[config.mk]
export PLATFORM = sky130hd
export DESIGN_NAME = sprite_renderer
export DESIGN_NICKNAME = d
export VERILOG_FILES = /design/src/rtl/sprite_renderer.sv
export SDC_FILE = /design/constraint.sdc
export NUM_CORES = 1
export LEC_CHECK = 0
export CAP_MARGIN = 0
export CORE_MARGIN = 3
export CORE_UTILIZATION = 35
export DETAILED_ROUTE_END_ITERATION = 8
export PLACE_DENSITY = 0.64
export SYNTH_ARGS = -nofsm -noshare
export SYNTH_HDL_FRONTEND = slang
export SYNTH_SLANG_ARGS = --single-unit
[constraint.sdc]
create_clock -name clk -period 5.9 [get_ports clk]
set_input_delay 1.18 -clock clk [delete_from_list [all_inputs] [get_ports clk]]
set_output_delay 1.18 -clock clk [all_outputs]
set_load 0.1 [all_outputs]
[src/rtl/sprite_renderer.sv]
// Plot-side renderer for one player and two enemy squares.
// Each service erases the sprite's previous square, then draws it at its new position.
module sprite_renderer #(
  parameter int         PLAYER_WIDTH  = 3,
  parameter logic [2:0] PLAYER_COLOUR = 3'b111,
  parameter logic [2:0] ENEMY_COLOUR  = 3'b100,
  parameter logic [2:0] BG_COLOUR     = 3'b000,
  parameter int         SCREEN_W      = 160,
  parameter int         SCREEN_H      = 120
) (
  input  logic       clk,
  input  logic       resetn,
  input  logic       player_move,
  input  logic [7:0] playerX,
  input  logic [6:0] playerY,
  input  logic       enemy0_move,
  input  logic [7:0] enemy0X,
  input  logic [6:0] enemy0Y,
  input  logic [2:0] enemy0_width,
  input  logic       enemy1_move,
  input  logic [7:0] enemy1X,
  input  logic [6:0] enemy1Y,
  input  logic [2:0] enemy1_width,
  output logic [7:0] vga_x,
  output logic [6:0] vga_y,
  output logic [2:0] colour,
  output logic       plot,
  output logic       busy
);

  localparam logic [2:0] PW = 3'(PLAYER_WIDTH);
  localparam logic [8:0] SW = 9'(SCREEN_W);
  localparam logic [7:0] SH = 8'(SCREEN_H);

  typedef enum logic [1:0] {IDLE, LOAD, ERASE, DRAW} state_t;
  state_t state, next_state;

  logic [2:0] pending;
  logic [7:0] old_x [0:2];
  logic [6:0] old_y [0:2];
  logic [2:0] old_w [0:2];
  logic [2:0] old_valid;

  logic [1:0] sel;
  logic [7:0] new_x, erase_x;
  logic [6:0] new_y, erase_y;
  logic [2:0] new_w, erase_w;
  logic [2:0] i, j;

  logic [1:0] pick_sel, fin_sel;
  logic [7:0] pick_x, fin_x, base_x;
  logic [6:0] pick_y, fin_y, base_y;
  logic [2:0] pick_w, fin_w, cur_w;
  logic [8:0] sum_x;
  logic [7:0] sum_y;
  logic       i_last, j_last, last_px, finish;
  logic [2:0] clr_mask;

  // Fixed priority: player, then enemy 0, then enemy 1.
  always_comb begin
    pick_sel = 2'd2;
    pick_x   = enemy1X;
    pick_y   = enemy1Y;
    pick_w   = enemy1_width;
    if (pending[0]) begin
      pick_sel = 2'd0;
      pick_x   = playerX;
      pick_y   = playerY;
      pick_w   = PW;
    end else if (pending[1]) begin
      pick_sel = 2'd1;
      pick_x   = enemy0X;
      pick_y   = enemy0Y;
      pick_w   = enemy0_width;
    end
  end

  always_comb begin
    cur_w   = (state == ERASE) ? erase_w : new_w;
    base_x  = (state == ERASE) ? erase_x : new_x;
    base_y  = (state == ERASE) ? erase_y : new_y;
    i_last  = (i == cur_w - 3'd1);
    j_last  = (j == cur_w - 3'd1);
    last_px = i_last && j_last;
    sum_x   = {1'b0, base_x} + {6'd0, i};
    sum_y   = {1'b0, base_y} + {5'd0, j};
    fin_sel = (state == LOAD) ? pick_sel : sel;
    fin_x   = (state == LOAD) ? pick_x : new_x;
    fin_y   = (state == LOAD) ? pick_y : new_y;
    fin_w   = (state == LOAD) ? pick_w : new_w;
    clr_mask = (state == LOAD) ? (3'b001 << pick_sel) : 3'b000;
  end

  always_comb begin
    next_state = state;
    finish     = 1'b0;
    case (state)
      IDLE: if (|pending) next_state = LOAD;
      LOAD: begin
        if (old_valid[pick_sel] && old_w[pick_sel] != 3'd0) next_state = ERASE;
        else if (pick_w != 3'd0) next_state = DRAW;
        else begin
          next_state = IDLE;
          finish     = 1'b1;
        end
      end
      ERASE: begin
        if (last_px) begin
          if (new_w != 3'd0) next_state = DRAW;
          else begin
            next_state = IDLE;
            finish     = 1'b1;
          end
        end
      end
      DRAW: begin
        if (last_px) begin
          next_state = IDLE;
          finish     = 1'b1;
        end
      end
      default: next_state = IDLE;
    endcase
  end

  always_ff @(posedge clk) begin
    if (!resetn) state <= IDLE;
    else         state <= next_state;
  end

  // Datapath: pending flags, snapshots, scan counters and registered pixel outputs.
  always_ff @(posedge clk) begin
    if (!resetn) begin
      pending   <= 3'b111;
      old_valid <= 3'b000;
      for (int k = 0; k < 3; k++) begin
        old_x[k] <= 8'd0;
        old_y[k] <= 7'd0;
        old_w[k] <= 3'd0;
      end
      sel     <= 2'd0;
      new_x   <= 8'd0;
      new_y   <= 7'd0;
      new_w   <= 3'd0;
      erase_x <= 8'd0;
      erase_y <= 7'd0;
      erase_w <= 3'd0;
      i       <= 3'd0;
      j       <= 3'd0;
      vga_x   <= 8'd0;
      vga_y   <= 7'd0;
      colour  <= BG_COLOUR;
      plot    <= 1'b0;
    end else begin
      plot    <= 1'b0;
      pending <= (pending & ~clr_mask) | {enemy1_move, enemy0_move, player_move};
      case (state)
        LOAD: begin
          sel     <= pick_sel;
          new_x   <= pick_x;
          new_y   <= pick_y;
          new_w   <= pick_w;
          erase_x <= old_x[pick_sel];
          erase_y <= old_y[pick_sel];
          erase_w <= old_w[pick_sel];
          i       <= 3'd0;
          j       <= 3'd0;
        end
        ERASE, DRAW: begin
          vga_x  <= sum_x[7:0];
          vga_y  <= sum_y[6:0];
          colour <= (state == ERASE) ? BG_COLOUR :
                    (sel == 2'd0)    ? PLAYER_COLOUR : ENEMY_COLOUR;
          plot   <= (sum_x < SW) && (sum_y < SH);
          if (last_px) begin
            i <= 3'd0;
            j <= 3'd0;
          end else if (i_last) begin
            i <= 3'd0;
            j <= j + 3'd1;
          end else begin
            i <= i + 3'd1;
          end
        end
        default: ;
      endcase
      if (finish) begin
        old_x[fin_sel]     <= fin_x;
        old_y[fin_sel]     <= fin_y;
        old_w[fin_sel]     <= fin_w;
        old_valid[fin_sel] <= (fin_w != 3'd0);
      end
    end
  end

  assign busy = (state != IDLE);

endmodule

# After elaboration in Yosys (flattened, before gate mapping)
# Memories as Yosys holds them, arrays and structs flattened. A register that Yosys moved wholly into a read port is not among the register bits.
# Cells that the tools add are included.
# totals
out_inout_bits	20
wordCells	117
reg_bits	56
ramBits	54
mem_count	3
# mem_list
name	depth	width	read_ports	rd_ports_with_merged_regs	write_ports	line	text
old_x	3	8	1	1	3	39	logic [7:0] old_x [0:2];
old_y	3	7	1	1	3	40	logic [6:0] old_y [0:2];
old_w	3	3	1	0	3	41	logic [2:0] old_w [0:2];
# op_classes
eq_ne	9
n_bitwise	3
n_shift	1
reduce_logical	22
n_lt_le_gt_ge	5
n_addsub	5
muxes	55
# ops
cell	n
two-way mux 8 bit	5
two-way mux 7 bit	5
two-way mux 3 bit	11
two-way mux 2 bit	13
two-way mux 1 bit	14
one-hot mux 3 bit (2 select lines)	2
nonzero test 3 bit	4
adder 8 x 3 -> 9 bit	1
< comparator 9 x 8 -> 1 bit (second input constant)	1
adder 7 x 3 -> 8 bit	1
< comparator 8 x 7 -> 1 bit (second input constant)	1
one-hot mux 2 bit (4 select lines)	1
OR reduction 8 bit	1
OR reduction 7 bit	1
adder 3 x 1 -> 3 bit (second input constant)	2
== test 3 bit	2
< comparator 2 x 3 -> 1 bit (second input constant)	2
inequality test 2 bit (second input constant)	3
OR reduction 3 bit	2
== test 2 bit (second input constant)	2
logical AND 1 bit	4
logical NOT 2 bit	2
AND reduction 2 bit	2
nonzero test 2 bit	2
15 further kinds	16

# Depth between registers and ports, before layout
# Gate-level depths: netlist of run 1.
# logic_depth
word_depth	12
ltp_mapped	14
mapped_depth_nobuf	9

# Worst setup path after synthesis of run 1
# No wires, ideal clock.
# synth_timing
kind	reg-to-reg
startpoint	reg state[0]
endpoint	mem old_w[2][0], enable pin
required_time_ps	5482
stages_incl_launch_ff	14
setup_slack_ps	1397
n_path_buf	5
synth_period_minus_slack_ps	4503
t_arrival_ps	4085
setup_ps	418
cell_sequence	dfxtp_1 > nand2b_1 > buf_6 > buf_2 > buf_1 > mux2i_1 > ha_1 > xor2_1 > and3_1 > a41oi_1 > or2_1 > buf_2 > clkbuf_1 > o21ai_0
# synth_lines
item	line	text
start, declared	36	state_t state, next_state;
start signal, assigned	128	else state <= next_state;
end, declared	41	

==> run_results.csv, run 1 <==
group,metric,value,unit
status,outcome,"finished, final reports clean",
floorplanning,dieArea,19200,µm²
sta,tns,0,ns
sta,fin_skew,0.00861,ns
global_route,grt_max_degree,58,
sta,fmax,224,MHz
power_and_ir_drop,power_density,465,nW/µm²
global_route,grt_pass1_wl,25800,µm
logic_synthesis,synth_compound_area_frac,0.133,
clocking,clk_pin_slew,0.06,ns
clocking,clk_latency,0.42,ns
floorplanning,core,16900,µm²
clocking,clockRootBuffer,"clkbuf_16",
global_route,grt_pass1_vias,4811,
logic_synthesis,synth_flop_cell,"dfxtp_1",
finish,syn2layout_area_growth,24.9,%
detailed_routing,via_per_inst,5.24,
logic_synthesis,synth.cell_area,6160,µm²
sta,relSlewSlack,0.128,
logic_synthesis,async_reset_ff_frac,0,
power_and_ir_drop,leakagePower,3.07,nW
sta,whs,0.451,ns
floorplanning,fp.dieW,139,µm
logic_synthesis,synth_top_family_by_area,"simple AND/OR/NAND/NOR gates",
finish,fin_nets,770,
setup_path,r2r_start,"state[0]",
detailed_routing,vias,4905,
min_path,hold_path.class,"register to register",
global_route,grt-ovfl-total,0,
detailed_routing,antenna_left,0,
setup_path,critPathArrivalTime,4.46,ns
logic_synthesis,synthXorXnorAreaFrac,0.0284,
floorplanning,pin_count,76,
logic_synthesis,synth.area.mux_share,0.108,
logic_synthesis,yosysSeqAreaShare,0.490,
logic_synthesis,synth_cell_type_count,53,
clocking,clockBufferDepth,2,
sta,hold_viol_final,0,
sta,rsz0062_at_grt,"no",
clocking,hold_buffers,0,
setup_path,critPathLaunchType,"register",
sta,final-setup-viol-count,0,
finish,diodes,0,
detailed_routing,wl,16100,µm
detailed_routing,drc,0,
setup_path,crit_type,"register to register",
place,routabilityCongestion,0.868,
sta,fin_crit_sh,0.757,
sta,finalCriticalPeriod,4.47,ns
power_and_ir_drop,ir_worst_vdd,378,µV
min_path,hold_start,"erase_x[2]",
logic_synthesis,ys_ff_latch,124,
clocking,cts.sinks,124,
sta,tightest_slew,1.31,ns
detailed_routing,routedWlPerCell,17.2,µm
setup_path,crit_required,5.90,ns
clocking,cts_buffers,17,
setup_path,crit_path_end_kind,"register",
clocking,cts_resized,0,
sta,report.final.slew_viol_count,0,
finish,final_common_cell,"nand2_1",
logic_synthesis,syn-num-nets,711,
logic_synthesis,synthSimpleGateAreaFrac,0.167,
logic_synthesis,avgSynthCellArea,9.57,µm²
place,io_buffers,75,
setup_path,crit_fanout,18,
logic_synthesis,synthCells,644,
finish,final_cell_mix,"nand2_1 (80), clkdlybuf4s50_1 (75), dfxtp_1 (68)",
clocking,cts_setup_buffers,0,
floorplanning,start_util,0.364,
job,maxCapViolations,0,
global_route,grt.total_usage,0.170,
global_route,antenna_found_initial,0,
logic_synthesis,yosysWarnings,0,
finish,drive_above_1_share,0.0866,
setup_path,cp-startpoint,"state[0]",
floorplanning,die_y,139,µm
floorplanning,num_rows,47,
detailed_routing,drt_first_pass_iters,5,
logic_synthesis,synthAdderAreaFrac,0.0248,
clocking,cts_htree_levels,4,
detailed_routing,first_iter_violations,319,
logic_synthesis,synth_edf_count,54,
power_and_ir_drop,finalPower,3.58,mW
clocking,cts_tree,"built",
place,hpwl,11800,µm
-- synth_stat cells, types with 6 or more instances --
master     n  area share
clkbuf_1  28       0.017
nand2b_1   8      0.0081
buf_2      7      0.0057
nor4_1    11       0.011
a21oi_1   52       0.042
ha_1       9       0.018
dfxtp_1   70        0.23
inv_1     20       0.012
nor2_2     9      0.0091
buf_1      7      0.0043
a31oi_1    6      0.0061
mux2_2     8       0.015
o21ai_0   30       0.024
mux2i_1   54       0.088
nor3_1    31       0.025
a22oi_1   11       0.013
xnor2_1   15       0.021
edfxtp_1  54        0.26
nor2_1    59       0.036
nand2_1   80       0.049
-- per-layer routing --
layer	part of all wire	up-vias	GRT usage	wire [µm]
met5	0	-	0	0
met4	0.022	0	0.0664	358
met3	0.067	26	0.0452	1090
met2	0.46	153	0.262	7490
met1	0.45	2317	0.228	7210
li1	-	2409	-	-
-- area by class of cell --
type | instances | area, µm²
Tap cell | 220 | 275
Clock inverter | 9 | 166
Sequential cell | 124 | 3030
Inverter | 20 | 75.1
Timing Repair Buffer | 87 | 841
Fill cell | 1563 | 9240
Clock buffer | 23 | 468
Multi-Input combinational cell | 453 | 2850
-- final timing paths --
| check | endpoint | slack, ns | depth (start not counted) |
|---|---|---|---|
| worst max-delay path | old_y[0][2] | 1.43 | 9 |
| worst max register to register | old_y[0][2] | 1.43 | 9 |
| worst min-delay path | erase_x[2] | 0.45 | 2 |
| worst min register to register | erase_x[2] | 0.45 | 2 |
-- through the flow --
stage / instances / setup WS (ns) / area [µm²] / util
after floorplan: 644 / 1.40 / 6160 / -
after global placement: 904 / 1.63 / 7070 / 0.417
after detailed placement: 904 / 1.47 / 7070 / 0.417
after CTS: 936 / 1.45 / 7700 / 0.455
after global routing: 936 / 1.06 / 7700 / 0.455
final: 936 / 1.43 / 7700 / 0.455
-- logic make-up after synthesis --
group	Yosys count
AO/OA/AOI/OAI	133
XOR/XNOR	20
adder cells (fa/ha/maj)	11
buffers and inverters	67
flip-flops	124
multiplexers	65
AND/OR/NAND/NOR	224
-- report_power, final --
| group | total, mW | switching [mW] | leakage (nW) | internal [mW] |
|---|---|---|---|---|
| Clock | 1.12 | 0.354 | 0.308 | 0.766 |
| Combinational | 1.30 | 0.890 | 1.63 | 0.409 |
| Sequential | 1.16 | 0.106 | 1.13 | 1.05 |
| Total | 3.58 | 1.35 | 3.07 | 2.23 |
-- state kept, by name (all words and copies together), names as in the netlist, 7 cells and up --
| signal | cells |
|---|---|
| erase_x | 8 |
| erase_y | 7 |
| new_x | 8 |
| new_y | 7 |
| old_w | 9 |
| old_x | 24 |
| old_y | 21 |
| vga_x | 8 |
| vga_y | 7 |
-- critical path: stages, from the launching register on --
cell and delay [ns]:
dfxtp_1 0.66, nand2b_1 0.26, mux2i_1 0.32, ha_1 0.31, xor2_1 0.18, and3_1 0.20
a41oi_1 0.62, buf_4 0.31, or3_1 0.56, nand2_1 0.61
No activity file was read; power rests on OpenSTA's default activity.
==> run 2: changes to the inputs <==
Clock period 5.9 ns to 4.35 ns, I/O delays scaled along.
==> run 2 against run 1 <==
Effect of this change: cell count is 0.43% higher; largest power group unchanged; sequential power is 36% higher; sequential share of layout area is 0.064 points higher; via count is 0.55% lower; maximum frequency is 24% higher.
==> run_results.csv, run 2 (synthesis gave the netlist of run 1 again) <==
group,metric,value,unit
setup_path,crit_path_end_kind,"register",
sta,fmax,278,MHz
detailed_routing,wl,16000,µm
power_and_ir_drop,switchingPower,1.84,mW
finish,largest_reg_flops,24,
clocking,cts_resized,0,
finish,final_common_cell,"nand2_1",
power_and_ir_drop,p_int,2.92,mW
sta,fin_skew,0.00794,ns
global_route,grt-ovfl-total,0,
power_and_ir_drop,leakagePower,3.08,nW
floorplanning,pin_count,76,
detailed_routing,first_iter_violations,291,
place,routabilityCongestion,0.853,
detailed_routing,vias,4878,
clocking,hold_buffers,0,
setup_path,cp_num_buf_inv,1,
detailed_routing,via_per_inst,5.19,
clocking,cts_setup_buffers,0,
sta,tightest_slew,1.11,ns
sta,final-setup-viol-count,0,
place,pre_cts_ws,0.637,ns
floorplanning,fp.dieW,139,µm
finish,regMostFlops,"old_x",
global_route,grt_max_degree,48,
clocking,clk_pin_slew,0.05,ns
detailed_routing,routedWlPerCell,17.0,µm
place,placed_area,7090,µm²
floorplanning,die_y,139,µm
job,maxCapViolations,0,
power_and_ir_drop,swShare,0.386,
setup_path,crit_fanout,16,
setup_path,path_delay_family,"simple AND/OR/NAND/NOR gates",
floorplanning,dieArea,19200,µm²
setup_path,critPathLaunchType,"register",
clocking,clockRootBuffer,"clkbuf_16",
setup_path,crit_required,4.46,ns
setup_path,cp_slowest_cell,"dfxtp_1",
floorplanning,core,16900,µm²
power_and_ir_drop,p_clk_frac,0.294,
setup_path,crit_path_cell_trace,"nand2b_1 > mux2i_1 > ha_1 > xor2_1 > and3_1 > a41oi_1 > or2_1 > o21ai_1 > buf_4",
setup_path,critPathArrivalTime,3.71,ns
power_and_ir_drop,ir_worst_vdd,436,µV
place,hpwl,11900,µm
finish,drive_above_1_share,0.0958,
min_path,hold_path.class,"register to register",
place,io_buffers,75,
power_and_ir_drop,combPwrFrac,0.374,
finish,fin_nets,774,
floorplanning,start_util,0.364,
finish,syn2layout_area_growth,24.7,%
sta,report.final.slew_viol_count,0,
sta,rsz0062_at_grt,"no",
global_route,grt.total_usage,0.164,
global_route,antenna_found_initial,0,
power_and_ir_drop,power_density,620,nW/µm²
power_and_ir_drop,finalPower,4.76,mW
sta,fin_crit_sh,0.827,
clocking,clockBufferDepth,2,
sta,tns,0,ns
status,outcome,"finished, final reports clean",
sta,whs,0.442,ns
setup_path,crit_path_max_incr_delay,0.63,ns
clocking,cts_htree_levels,4,
sta,hold_viol_final,0,
finish,finalInstanceArea,7690,µm²
clocking,cts_buffers,17,
clocking,cts.sinks,124,
place,placedCellCount,908,
finish,reg.largest.list,"old_x: 24 flops, old_y: 21 flops, old_w: 9 flops",
global_route,grt_pass1_wl,24900,µm
sta,finalCriticalPeriod,3.60,ns
global_route,grt_pass1_vias,4743,
finish,diodes,0,
sta,layout_setup_ws,0.753,ns
finish,final_cells,940,
detailed_routing,antenna_left,0,
finish,final_cell_mix,"nand2_1 (80), clkdlybuf4s50_1 (74), dfxtp_1 (68)",
sta,relSlewSlack,0.259,
detailed_routing,drt_first_pass_iters,5,
clocking,cts_tree,"built",
floorplanning,num_rows,47,
setup_path,crit_type,"register to register",
clocking,clk_latency,0.41,ns
detailed_routing,drc,0,
power_and_ir_drop,sequentialPowerShare,0.333,
finish,postLayoutCoreUtil,0.454,
-- run 2: layout make-up --
cell class / count / area (µm²)
well taps: 220 / 275
clock buffers: 26 / 510
multi-input cells: 453 / 2850
clock inverters: 6 / 83.8
inverters: 20 / 75.1
fillers: 1605 / 9250
flip-flops and latches: 124 / 3030
repair buffers: 91 / 868
-- run 2: layer usage --
layer | GRT usage | up-vias | wire (µm)
met2 | 0.268 | 113 | 7540
met3 | 0.0455 | 17 | 837
li1 | - | 2414 | -
met4 | 0.0520 | 0 | 294
met5 | 0 | - | 0
met1 | 0.212 | 2334 | 7340
-- run 2: path summary, 6_finish.rpt --
path                start            to  slack [ns]  depth (start not counted)
max reg2reg      state[0]   old_x[1][2]        0.75                          9
min reg2reg  old_valid[0]  old_valid[0]        0.44                          2
min          old_valid[0]  old_valid[0]        0.44                          2
max              state[0]   old_x[1][2]        0.75                          9
-- run 2: tightest hold or removal path, stage by stage, from the launching register on --
cell,delay [ns]
dfxtp_1,0.30
inv_1,0.05
a21oi_1,0.05
-- run 2: power groups by stage --
stage | Clock (mW) | Combinational, mW | Sequential [mW]
5_1_grt | 1.48 | 1.92 | 1.61
3_3_place_gp | 0 | 1.74 | 1.59
2_1_floorplan | 0 | 1.13 | 1.79
6_report | 1.40 | 1.78 | 1.58
4_1_cts | 1.42 | 1.78 | 1.58
3_5_place_dp | 0 | 1.77 | 1.60
